--- config.mk ---
export PLATFORM = sky130hd
export DESIGN_NAME = muldiv_iter
export DESIGN_NICKNAME = d
export VERILOG_FILES = /design/src/rtl/muldiv_iter_pkg.sv /design/src/rtl/md_sign_fix.sv /design/src/rtl/muldiv_iter.sv
export SDC_FILE = /design/constraint.sdc
export NUM_CORES = 1
export LEC_CHECK = 0
export BUFFER_PORTS_ARGS = -buffer_cell sky130_fd_sc_hd__buf_2
export CAP_MARGIN = 20
export CORE_MARGIN = 2
export CORE_UTILIZATION = 64
export CTS_CLUSTER_SIZE = 24
export DETAILED_ROUTE_END_ITERATION = 6
export PLACE_DENSITY_LB_ADDON = 0.05
export RECOVER_POWER = 50
export SLEW_MARGIN = 0
export SYNTH_ARGS = -nofsm -noshare
export SYNTH_HDL_FRONTEND = slang
export SYNTH_SLANG_ARGS = --single-unit
--- constraint.sdc ---
create_clock -name p_clk_i -period 6.2 [get_ports p_clk_i]
set_clock_uncertainty 0.1 [all_clocks]
set_input_delay 0.93 -clock p_clk_i [delete_from_list [all_inputs] [get_ports p_clk_i]]
set_output_delay 0.93 -clock p_clk_i [all_outputs]
set_load 0.01 [all_outputs]
--- src/rtl/muldiv_iter_pkg.sv ---
// Shared control definitions for the iterative RV32M multiply/divide unit.
//   sel_md_op_e : operation select produced by the decoder
//   md_state_e  : control FSM state of muldiv_iter
//   MD_ITER     : number of radix-2 iterations for a full-width operation
package muldiv_iter_pkg;

  typedef enum logic [2:0] {
    muldiv_nop = 3'd0,
    mull       = 3'd1,
    mulh       = 3'd2,
    div        = 3'd3,
    rem        = 3'd4
  } sel_md_op_e;

  typedef enum logic [1:0] {
    md_idle = 2'd0,
    md_calc = 2'd1,
    md_done = 2'd2
  } md_state_e;

  localparam int MD_ITER = 32;

  function automatic logic md_is_div(input sel_md_op_e op);
    return (op == div) || (op == rem);
  endfunction

endpackage

--- src/rtl/md_sign_fix.sv ---
// Conditional two's-complement negate.
//   val_i : input value
//   neg_i : 1 -> output is -val_i, 0 -> output is val_i
//   val_o : result (same width as val_i)
module md_sign_fix #(
  parameter int W = 32
) (
  input  logic [W-1:0] val_i,
  input  logic         neg_i,
  output logic [W-1:0] val_o
);

  assign val_o = neg_i ? (~val_i + W'(1)) : val_i;

endmodule

--- src/rtl/muldiv_iter.sv ---
// Iterative radix-2 multiply/divide unit (RV32M), one bit per cycle.
//   p_clk_i, p_reset_i          : clock, synchronous active-high reset
//   p_start_i, p_op_i           : request strobe and sel_md_op_e select
//   p_signed_a_i, p_signed_b_i  : operand signedness
//   p_opa_i, p_opb_i            : multiplicand/dividend, multiplier/divisor
//   p_flush_i                   : abort the operation in flight
//   p_busy_o, p_done_o          : busy in CALC/DONE, one-cycle done pulse
//   p_result_o                  : result, held until the next completion
//
// Handshake: a request is accepted on a rising edge where the unit is idle,
// p_start_i=1, p_op_i!=muldiv_nop and p_flush_i=0; otherwise it is dropped
// (there is no ready/retry). p_busy_o is high from the cycle after acceptance
// through the done cycle; p_done_o marks the single cycle in which a freshly
// written p_result_o is presented. A flush cancels without a done pulse.
module muldiv_iter
  import muldiv_iter_pkg::*;
#(
  parameter int XLEN = 32
) (
  input  logic            p_clk_i,
  input  logic            p_reset_i,
  input  logic            p_start_i,
  input  logic [2:0]      p_op_i,
  input  logic            p_signed_a_i,
  input  logic            p_signed_b_i,
  input  logic [XLEN-1:0] p_opa_i,
  input  logic [XLEN-1:0] p_opb_i,
  input  logic            p_flush_i,
  output logic            p_busy_o,
  output logic            p_done_o,
  output logic [XLEN-1:0] p_result_o
);

  localparam int              CW        = $clog2(MD_ITER);
  localparam logic [CW-1:0]   LAST_ITER = CW'(MD_ITER - 1);
  localparam logic [XLEN-1:0] INT_MIN   = {1'b1, {(XLEN-1){1'b0}}};

  md_state_e         state_q, state_d;
  sel_md_op_e        op_q, op_d;
  logic [CW-1:0]     cnt_q, cnt_d;
  logic [XLEN-1:0]   operand_q, operand_d;   // |a| for mul, |b| (divisor) for div
  logic [2*XLEN-1:0] acc_q, acc_d;           // mul: {partial, multiplier}; div: {rem, quotient}
  logic              neg_prod_q, neg_prod_d; // product / quotient sign
  logic              neg_rem_q, neg_rem_d;   // remainder sign (dividend sign)
  logic              special_q, special_d;
  logic [XLEN-1:0]   spec_res_q, spec_res_d;
  logic              busy_q, busy_d;
  logic              done_q, done_d;
  logic [XLEN-1:0]   result_q, result_d;

  // ---- request decode ----
  sel_md_op_e      op_in;
  logic            in_div, sa_eff, sb_eff, a_neg, b_neg, div_zero, div_ovf;
  logic [XLEN-1:0] mag_a, mag_b, spec_in;

  assign op_in  = sel_md_op_e'(p_op_i);
  assign in_div = md_is_div(op_in);
  // Division is signed only when both flags are set; mixed flags mean unsigned.
  assign sa_eff = in_div ? (p_signed_a_i & p_signed_b_i) : p_signed_a_i;
  assign sb_eff = in_div ? (p_signed_a_i & p_signed_b_i) : p_signed_b_i;
  assign a_neg  = sa_eff & p_opa_i[XLEN-1];
  assign b_neg  = sb_eff & p_opb_i[XLEN-1];

  md_sign_fix #(.W(XLEN)) u_mag_a (.val_i(p_opa_i), .neg_i(a_neg), .val_o(mag_a));
  md_sign_fix #(.W(XLEN)) u_mag_b (.val_i(p_opb_i), .neg_i(b_neg), .val_o(mag_b));

  assign div_zero = (p_opb_i == '0);
  assign div_ovf  = sa_eff & (p_opa_i == INT_MIN) & (p_opb_i == '1);
  always_comb begin
    spec_in = '0;
    if (div_zero)     spec_in = (op_in == div) ? '1 : p_opa_i;
    else if (div_ovf) spec_in = (op_in == div) ? INT_MIN : '0;
  end

  // ---- one iteration step ----
  logic [XLEN:0]     mul_sum, rem_sh;
  logic [XLEN-1:0]   rem_sub;
  logic              div_fits;
  logic [2*XLEN-1:0] mul_next, div_next, step_next;

  assign mul_sum  = {1'b0, acc_q[2*XLEN-1:XLEN]} + (acc_q[0] ? {1'b0, operand_q} : '0);
  assign mul_next = {mul_sum, acc_q[XLEN-1:1]};

  // Restoring step: shift the next dividend bit into the remainder and
  // subtract the divisor only when it fits. rem_sh < divisor whenever it does
  // not fit, so its top bit is zero in that branch.
  assign rem_sh   = {acc_q[2*XLEN-1:XLEN], acc_q[XLEN-1]};
  assign div_fits = (rem_sh >= {1'b0, operand_q});
  assign rem_sub  = rem_sh[XLEN-1:0] - operand_q;
  assign div_next = div_fits ? {rem_sub, acc_q[XLEN-2:0], 1'b1}
                             : {rem_sh[XLEN-1:0], acc_q[XLEN-2:0], 1'b0};

  assign step_next = md_is_div(op_q) ? div_next : mul_next;

  // ---- sign correction of the final step's output ----
  logic [2*XLEN-1:0] prod_fix;
  logic [XLEN-1:0]   quo_fix, rem_fix, final_res;

  md_sign_fix #(.W(2*XLEN)) u_fix_prod (.val_i(mul_next), .neg_i(neg_prod_q), .val_o(prod_fix));
  md_sign_fix #(.W(XLEN)) u_fix_quo (.val_i(div_next[XLEN-1:0]), .neg_i(neg_prod_q), .val_o(quo_fix));
  md_sign_fix #(.W(XLEN)) u_fix_rem (.val_i(div_next[2*XLEN-1:XLEN]), .neg_i(neg_rem_q), .val_o(rem_fix));

  always_comb begin
    case (op_q)
      mull:    final_res = prod_fix[XLEN-1:0];
      mulh:    final_res = prod_fix[2*XLEN-1:XLEN];
      div:     final_res = quo_fix;
      default: final_res = rem_fix;
    endcase
  end

  // ---- control ----
  always_comb begin
    state_d    = state_q;
    op_d       = op_q;
    cnt_d      = cnt_q;
    operand_d  = operand_q;
    acc_d      = acc_q;
    neg_prod_d = neg_prod_q;
    neg_rem_d  = neg_rem_q;
    special_d  = special_q;
    spec_res_d = spec_res_q;
    busy_d     = busy_q;
    done_d     = 1'b0;
    result_d   = result_q;
    case (state_q)
      md_idle: begin
        if (p_start_i && !p_flush_i && (op_in != muldiv_nop)) begin
          state_d    = md_calc;
          busy_d     = 1'b1;
          op_d       = op_in;
          cnt_d      = '0;
          operand_d  = in_div ? mag_b : mag_a;
          acc_d      = {{XLEN{1'b0}}, (in_div ? mag_a : mag_b)};
          neg_prod_d = a_neg ^ b_neg;
          neg_rem_d  = a_neg;
          special_d  = in_div & (div_zero | div_ovf);
          spec_res_d = spec_in;
        end
      end
      md_calc: begin
        if (p_flush_i) begin
          state_d = md_idle;
          busy_d  = 1'b0;
        end else if (special_q) begin
          state_d  = md_done;
          done_d   = 1'b1;
          result_d = spec_res_q;
        end else begin
          acc_d = step_next;
          cnt_d = cnt_q + CW'(1);
          if (cnt_q == LAST_ITER) begin
            state_d  = md_done;
            done_d   = 1'b1;
            result_d = final_res;
          end
        end
      end
      default: begin
        state_d = md_idle;
        busy_d  = 1'b0;
      end
    endcase
  end

  always_ff @(posedge p_clk_i) begin
    if (p_reset_i) begin
      state_q    <= md_idle;
      op_q       <= muldiv_nop;
      cnt_q      <= '0;
      operand_q  <= '0;
      acc_q      <= '0;
      neg_prod_q <= 1'b0;
      neg_rem_q  <= 1'b0;
      special_q  <= 1'b0;
      spec_res_q <= '0;
      busy_q     <= 1'b0;
      done_q     <= 1'b0;
      result_q   <= '0;
    end else begin
      state_q    <= state_d;
      op_q       <= op_d;
      cnt_q      <= cnt_d;
      operand_q  <= operand_d;
      acc_q      <= acc_d;
      neg_prod_q <= neg_prod_d;
      neg_rem_q  <= neg_rem_d;
      special_q  <= special_d;
      spec_res_q <= spec_res_d;
      busy_q     <= busy_d;
      done_q     <= done_d;
      result_q   <= result_d;
    end
  end

  assign p_busy_o   = busy_q;
  assign p_done_o   = done_q;
  assign p_result_o = result_q;

endmodule

Yosys cells after proc, flatten, opt, wreduce, memory -nomap -nowiden
Index checks and enable logic that the tools add are counted.
- reduce and logical (&&, ||, !) cells: 16
- muxes and demuxes: 37
- eq/ne operators: 15
- magnitude comparators: 1
- add/subtract/negate cells: 8
- bitwise gates (word level): 15
- operators with widths (cell ; count):
    $mux W32 ; 13
    $mux W64 ; 6
    $add A32 B1 Y32 const B ; 4
    $not A32 Y32 ; 4
    $pmux W64 S2 ; 1
    $pmux W32 S3 ; 1
    $add A64 B1 Y64 const B ; 1
    $eq A32 B32 Y1 const B ; 2
    $not A64 Y64 ; 1
    $add A32 B32 Y33 ; 1
    $ge A33 B32 Y1 ; 1
    $logic_not A32 Y1 ; 1
    $sub A32 B32 Y32 ; 1
    $mux W5 ; 3
    $pmux W5 S2 ; 1
    $eq A3 B2 Y1 const B ; 3
    $mux W2 ; 4
    $ne A2 B2 Y1 const B ; 4
    $and A1 B1 Y1 ; 6
    $eq A3 B3 Y1 const B ; 2
    $mux W1 ; 6
    $reduce_and A2 Y1 ; 3
    $add A5 B1 Y5 const B ; 1
    $eq A5 B5 Y1 const B ; 1
    17 further kinds ; 21
- bits of input ports: 73
- register bits: 175

Logic depth before layout (Yosys ltp)
Gate-level depths: netlist of the first run.
- depth in word-level cells: 8
- gate-level depth with buffers: 26
- mapped depth without buffers: 20

Modules after synthesis
A second synthesis of the first run with hierarchy kept.
- cells, all modules: 2340
- area, all modules: 18066.1 µm²
- modules (own cells, without submodules) (module ; cells each ; times used ; area an instance (µm²)):
    muldiv_iter ; 1738 ; 1 ; 13309.0
    md_sign_fix at u_fix_quo ... ; 99 ; 4 ; 777.0
    md_sign_fix at u_fix_prod ; 206 ; 1 ; 1649.1

Worst setup path before layout of the first run
No wires, ideal clock.
- path kind: register to register
- from: register operand_q[15]
- to: register result_q[28], in the netlist p_result_o[28]
- required time: 5971 ps
- cell stages (with the launch flop): 27
- period minus slack after synthesis: 5332 ps
- setup time: 129 ps
- data arrival time: 5103 ps
- setup slack: 868 ps
- cell sequence: dfxtp_1 -> inv_1 -> ha_1 -> buf_2 -> nand4_2 -> or3_1 -> or2_1 -> o31a_1 -> nand3_4 -> buf_4 -> buf_2 -> buf_2 -> buf_2 -> nand2_1 -> o21ai_0 -> ha_1 -> and3_1 -> nand3b_1 -> nor2_1 -> and4_1 -> a41oi_1 -> or3_1 -> buf_2 -> or3_1 -> o41ai_2 -> or3_1 -> nand3_1
- word-level cells in the longest chain between the ends: 8
- elaborated cells on any way between the ends: 17
- classes of those cells: add/sub: 5; order compare: 1; mux: 8; bitwise: 3
- RTL lines (item ; line ; text):
    start, declared ; muldiv_iter.sv:41 ; logic [XLEN-1:0] operand_q, operand_d;
    start signal, assigned ; muldiv_iter.sv:184 ; operand_q <= operand_d;
    $mux W32, or another cell as far along ; muldiv_iter.sv:81 ; assign mul_sum = {1'b0, acc_q[2*XLEN-1:XLEN]} + (acc_q[0] ? {1'b0, operand_q} : '0);
    $add A32 B32 Y33 / $mux W64 (equally long branches) ; muldiv_iter.sv:81, muldiv_iter.sv:90 ;
    $not A64 Y64 / $not A32 Y32 (equally long branches) ; md_sign_fix.sv:13 ; assign val_o = neg_i ? (~val_i + W'(1)) : val_i;
    $add A64 B1 Y64 / $add A32 B1 Y32 (equally long branches) ; md_sign_fix.sv:13 ;
    $mux W64 / $mux W32 (equally long branches) ; md_sign_fix.sv:13 ;
    $pmux W32 S3 * ; muldiv_iter.sv:104 ; case (op_q)
    $mux W32 * ; muldiv_iter.sv:152 ; if (cnt_q == LAST_ITER) begin
    $mux W32 * ; muldiv_iter.sv:145 ; end else if (special_q) begin
    end signal, assigned ; muldiv_iter.sv:192 ; result_q <= result_d;
    end, declared ; muldiv_iter.sv:49 ; logic [XLEN-1:0] result_q, result_d;
Every way passes the cells marked *; elsewhere a longest branch is shown, timed or not. The select of a mux whose other input is x is not followed.
A chain may end at the register's enable or synchronous reset.

Final worst setup path of the first run
- from: register acc_q[35]
- to: register result_q[14], in the netlist p_result_o[14]
- word-level cells in the longest chain between the ends: 8
- elaborated cells on any way between the ends: 16
- classes of those cells: add/sub: 5; order compare: 1; mux: 7; bitwise: 3
- RTL lines (item ; line ; text):
    start, declared ; muldiv_iter.sv:42 ; logic [2*XLEN-1:0] acc_q, acc_d;
    start signal, assigned ; muldiv_iter.sv:172 ; acc_q <= '0;
    start signal, assigned ; muldiv_iter.sv:185 ; acc_q <= acc_d;
    $sub A32 B32 Y32 / $ge A33 B32 Y1 (equally long branches) ; muldiv_iter.sv:89, muldiv_iter.sv:88 ;
    $mux W64 ; muldiv_iter.sv:90 ; assign div_next = div_fits ? {rem_sub, acc_q[XLEN-2:0], 1'b1}
    $not A32 Y32 ; md_sign_fix.sv:13 ;
    $add A32 B1 Y32 ; md_sign_fix.sv:13 ;
    $mux W32 ; md_sign_fix.sv:13 ;
    $pmux W32 S3 * ; muldiv_iter.sv:104 ;
    $mux W32 * ; muldiv_iter.sv:152 ;
    $mux W32 * ; muldiv_iter.sv:145 ;
Marks and branches as above.

==> flow_summary.toml, run 1 <==
[cells_and_area]
drive_gt1_share_pct = 8.61
area_delta_synth_final_pct = 6.30
final_area_um2 = 19400
layout.nets = 2758

[floorplan]
rows = 61
initial_core_util_pct = 65.2
die_h_um = 173
die_area_um2 = 29800
die_w_um = 173
io_pins = 107
core_area_um2 = 27900

[sta]
drv_slew = 193
relSlewSlack_pct = -77.7
fmax_mhz = 175
finalCritPeriodShare_pct = 92.0
worst_pin_slew_ps = 2670
setup_viol = 0
final.setup.tns_ps = 0
rsz0062_at_grt = "false"
hold_viol = 0
fin_crit_ps = 5700

[cts]
clk_latency_ps = 460
numClockSinks = 175
cts.hold.buffers_added = 0
ctsLongestPathBuffers = 2
cts_root_buf = "clkbuf_16"
cts_resized = 0
cts_buffers = 17
postCtsSetupBuffers = 0
cts_tree = "done"
htree_levels = 4
clk_pin_slew_ps = 90

[logic_synthesis]
synth_flop_cell = "dfxtp_1"
synth.cell_area_um2 = 18200
synth_top_area_share_pct = 19.2
syn_nets = 2795
synth_common_cells = "376 x nand2_1, 297 x nor2_1, 209 x a21oi_1"
synth-edff-count = 0
avgSynthCellArea_um2 = 6.88
seq_area_frac_synth_pct = 19.2
yosys.cell_types.count = 97
synthTopCellsByArea = "dfxtp_1 19%, nand2_1 7.7%, nor2_1 6.1%"
synthArstFlopShare_pct = 0
yosys_warnings = 0
synth_most_common_cell = "nand2_1"
ys_seq_elements = 175
yosys.area.top_type = "dfxtp_1"
netlist_instances = 2648

[critical_path]
worst_r2r_startpoint = "acc_q[35]$_SDFFE_PP0P_"
r2r_setup_slack_ps = 500
start_kind = "flop"
slowest_stage = "a311oi_2"
arrival_ps = 5850
path_common_cell = "ha_1"
cp.required_ps = 6350
critPathKind = "reg -> reg"
critical_path.endpoint_type = "flop"
cpPeakStageDelay_ps = 510
r2r_cells = 17
path_cells = "ha_1 -> and2_1 -> a311oi_2 -> a211oi_4 -> o2111ai_4 -> nand3_4 -> buf_4 -> inv_4 -> ha_1 -> inv_1 -> or2_2 -> o31ai_1 -> xnor2_1 -> a221oi_1 -> o221ai_1 -> o211ai_1 -> a21oi_1"
crit_fanout = 46
reg2reg_to = "p_result_o[14]$_SDFFE_PP0P_"

[pwr]
power_switching_mw = 1.75
swShare_pct = 43.9
p_int_mw = 2.23
ir_drop_v = 0.000150
power.clock.fraction_pct = 29.0
combPwrFrac_pct = 40.0
power.share.sequential_pct = 31.0
p_leak_nw = 7.28
cellPowerDensity_nw_per_um2 = 205

[global_route]
grt_pass1_vias = 19719
grt_usage_pct = 48.0
antenna_found_initial = 6
grt-ovfl-total = 0
grt_max_degree = 111
grt_pass1_wl_um = 113000

[min_path]
hp-class = "reg -> reg"
whs_endpoint = "operand_q[25]$_SDFFE_PP0P_"
hp-start = "operand_q[25]$_SDFFE_PP0P_"
min_path_cells = 2

[drt]
vias = 21792
via_per_inst = 7.25
drt_wl_total_um = 74600
drc = 2
wl_per_cell_um = 24.8
ant_nets = 0
dr.first_iter.drc_count = 3102
drtPass1Iterations = 7

[status]
violations = "design-rule violations, max-capacitance violations, max-slew violations"
status = "finished with violations"

[placed_design]
dpl_cell_area_um2 = 18800
port_buffers = 106
gp_congestion = 1.10
dp_hpwl_um = 56500

[run]
drv_cap = 3
layer usage:
metal | routed length [µm] | share of wire [%] | GRT usage [%] | up-vias
met5 | 43 | 0.058 | 0 | -
met2 | 31600 | 42 | 72.8 | 1734
met4 | 6650 | 8.9 | 35.5 | 6
met1 | 26700 | 36 | 57.8 | 9995
met3 | 9670 | 13 | 13.9 | 432
li1 | - | - | - | 9625
cells by family (layout without fill, tap and decap cells):
family / after synthesis / after routing / synth area share (%)
DFF: 175 / 175 / 19.2
and+or+nand+nor: 1080 / 1080 / 27.9
buffers and inverters: 271 / 247 / 5.90
AOI/OAI and AO/OA: 817 / 817 / 30.5
other: 0 / 4 / 0
adders and majority gates: 74 / 74 / 5.16
xor gates and xnor gates: 202 / 202 / 9.71
muxes: 29 / 29 / 1.65
placed cells by master, fill, tap and decap left out, types with 21 or more instances in the layout:
master	n
a211oi_1	64
a21o_1	24
a21oi_1	209
a221oi_1	26
buf_2	70
buf_4	38
clkbuf_1	38
dfxtp_1	174
ha_1	72
inv_1	66
mux2i_1	21
nand2_1	376
nand3_1	59
nand4_1	31
nor2_1	293
nor3_1	96
nor4_1	23
o211ai_1	51
o21ai_0	164
o31ai_1	45
or3_1	37
or4_1	21
xnor2_1	103
xor2_1	99
worst max path at each step:
stage                               start                          end  slack [ps]  depth (start not counted)
6_report           acc_q[35]$_SDFFE_PP0P_  p_result_o[14]$_SDFFE_PP0P_         500                         17
5_1_grt                         p_op_i[2]   operand_q[17]$_SDFFE_PP0P_         200                         12
4_1_cts            acc_q[35]$_SDFFE_PP0P_  p_result_o[28]$_SDFFE_PP0P_         840                         18
3_5_place_dp       acc_q[35]$_SDFFE_PP0P_  p_result_o[28]$_SDFFE_PP0P_         850                         18
3_3_place_gp   operand_q[28]$_SDFFE_PP0P_  p_result_o[28]$_SDFFE_PP0P_        1100                         19
2_1_floorplan  operand_q[15]$_SDFFE_PP0P_  p_result_o[28]$_SDFFE_PP0P_         870                         26
worst max-delay path: cells and delay by family (launching register included):
kind | cells | cell delay, ps
AO/OA/AOI/OAI | 8 | 2340
adder cells (fa/ha/maj) | 2 | 830
buffers and inverters | 3 | 820
AND/OR/NAND/NOR | 3 | 760
flip-flops | 1 | 500
XOR/XNOR | 1 | 100
power groups by stage:
stage               Combinational (mW)  Clock (mW)  Sequential, mW
floorplan                         1.10           0            1.20
global placement                  1.47           0            1.25
detailed placement                1.50           0            1.25
CTS                               1.51        1.14            1.23
global route                      1.68        1.18            1.24
finish                            1.59        1.15            1.23
sequential cells by signal, summed over array words and instances (netlist names):
name	count
acc_q	64
neg_prod_q	1
neg_rem_q	1
state_q	2
spec_res_q	32
special_q	1
cnt_q	5
op_q	3
p_done_o	1
p_result_o	32
operand_q	32
p_busy_o	1
through the flow:
step | utilization (%) | power, mW | worst slack, ps | cells | hold slack [ps]
floorplan | - | 2.30 | 868 | 2648 | 317
global placement | 67.2 | 2.72 | 1100 | 2968 | 340
detailed placement | 67.2 | 2.75 | 854 | 2969 | 346
CTS | 69.5 | 3.88 | 836 | 3001 | 356
global route | 69.3 | 4.10 | 197 | 3002 | 379
finish | 69.4 | 3.98 | 496 | 3006 | 358
cell type report:
class	count	area (µm²)
clock buffers	17	425
inverters	67	254
flip-flops and latches	175	3500
well taps	378	473
repair buffers	148	798
clock inverters	15	208
fillers	2410	8560
multi-input cells	2202	13700
diodes	4	10.0
Note: power is estimated with default switching activity, not from simulation.
==> run 2, diff against run 1 <==
- CORE_MARGIN: 2 -> 5
- PLACE_DENSITY: not set -> 0.84
- PLACE_DENSITY_LB_ADDON: 0.05 -> not set
==> flow_summary.toml, run 2 (synthesis results as in run 1) <==
[critical_path]
path_cells = "nand2b_1 -> clkbuf_1 -> nor3_2 -> clkbuf_1 -> nor2_2 -> buf_4 -> a311oi_1 -> a211oi_1"
critical_path.endpoint_type = "flop"
cp.required_ps = 6480
path_common_cell = "clkbuf_1"
cpPeakStageDelay_ps = 1670
slowest_stage = "nor2_2"
start_kind = "flop"
crit_fanout = 40
arrival_ps = 5960
critPathKind = "reg -> reg"

[cts]
htree_levels = 4
numClockSinks = 175
cts_root_buf = "clkbuf_16"
cts_resized = 0
clk_latency_ps = 460
clk_pin_slew_ps = 90
cts_buffers = 17
ctsLongestPathBuffers = 2
postCtsSetupBuffers = 0
cts.hold.buffers_added = 0
cts_tree = "done"

[pwr]
totalPowerFinal_mw = 4.05
cellPowerDensity_nw_per_um2 = 209
ir_drop_v = 0.000181
p_leak_nw = 7.27

[cells_and_area]
largest_reg_flops = 64
final_area_um2 = 19400
fill_cells = 2488
fin_util_pct = 69.3
layout.nets = 2758
regMostFlops = "acc_q"
drive_gt1_share_pct = 8.46
final-seq-area_um2 = 3500
multi_input_area_um2 = 13700
final_common_cell = "nand2_1"
final_cell_mix = "376 x nand2_1, 293 x nor2_1, 209 x a21oi_1"
area_delta_synth_final_pct = 6.24

[drt]
drc = 15
wl_per_cell_um = 24.9
drtPass1Iterations = 7
vias = 21575
dr.first_iter.drc_count = 3708
ant_nets = 0
via_per_inst = 7.18
drt_wl_total_um = 74900

[run]
drv_cap = 7

[global_route]
antenna_found_initial = 3
grt_pass1_vias = 19557
grt_max_degree = 69
grt-ovfl-total = 0
grt_pass1_wl_um = 113000
grt_usage_pct = 45.5

[sta]
fin_ws_ps = 523
relSlewSlack_pct = -83.4
setup_viol = 0
fmax_mhz = 176
rsz0062_at_grt = "false"
drv_slew = 254
worst_pin_slew_ps = 2750
final.setup.tns_ps = 0
fin_crit_ps = 5680
hold_viol = 0
finalCritPeriodShare_pct = 91.6

[floorplan]
die_area_um2 = 32000
rows = 61
core_area_um2 = 27900
die_h_um = 179
die_w_um = 179
initial_core_util_pct = 65.2
io_pins = 107

[placed_design]
pre_cts_slack_ps = 850
gp_congestion = 1.11
dpl_cell_area_um2 = 18800
dp_hpwl_um = 57100
port_buffers = 106

[min_path]
hp-class = "reg -> reg"

[status]
violations = "design-rule violations, max-capacitance violations, max-slew violations"
status = "finished with violations"
[run 2: changes by cell type in the layout (fill, tap and decap cells not counted), moves of 2 or more]
cell      change
diode_2       -3
inv_6         +2
buf_4         -2
clkbuf_1      +3
[run 2: stage by stage]
stage / instances / hold slack [ps]
after floorplan: 2648 / 317
after global placement: 2969 / 338
after detailed placement: 2970 / 341
after CTS: 3002 / 351
after global routing: 3002 / 372
final: 3003 / 354
[run 2: final cells by class]
type,instances,share of cell area [%]
Multi-Input combinational cell,2202,70.7
Sequential cell,175,18.1
Timing Repair Buffer,148,4.08
Tap cell,378,2.44
Clock buffer,17,2.20
Inverter,67,1.31
Clock inverter,15,1.12
Antenna cell,1,0.0129
[run 2: critical path: cells and delay by family (launching register included)]
family,cells,cell delay (ps)
flip-flops,1,500
AND/OR/NAND/NOR,3,1840
buffers and inverters,3,2740
AO/OA/AOI/OAI,2,370
[run 2: per-layer routing]
layer  up-vias  global-route usage (%)  share of wire (%)
met4         4                    32.0                8.5
met2      1640                    68.6                 42
met1      9959                    57.0                 36
met5         -                   0.481              0.039
met3       344                    10.7                 13
li1       9628                       -                  -
[run 2: power breakdown]
part | total [mW] | internal, mW | switching (mW)
clock network | 1.21 | 0.568 | 0.644
registers | 1.23 | 1.16 | 0.0739
logic | 1.60 | 0.521 | 1.08
[run 2: worst paths after layout]
check                                to  slack (ps)  cells past startpoint                  startpoint
min reg2reg  p_result_o[9]$_SDFFE_PP0P_         350                      2  p_result_o[9]$_SDFFE_PP0P_
max reg2reg       acc_q[1]$_SDFFE_PP0P_         520                      8     state_q[1]$_SDFFE_PP0P_
max               acc_q[1]$_SDFFE_PP0P_         520                      8     state_q[1]$_SDFFE_PP0P_
min          p_result_o[9]$_SDFFE_PP0P_         350                      2  p_result_o[9]$_SDFFE_PP0P_
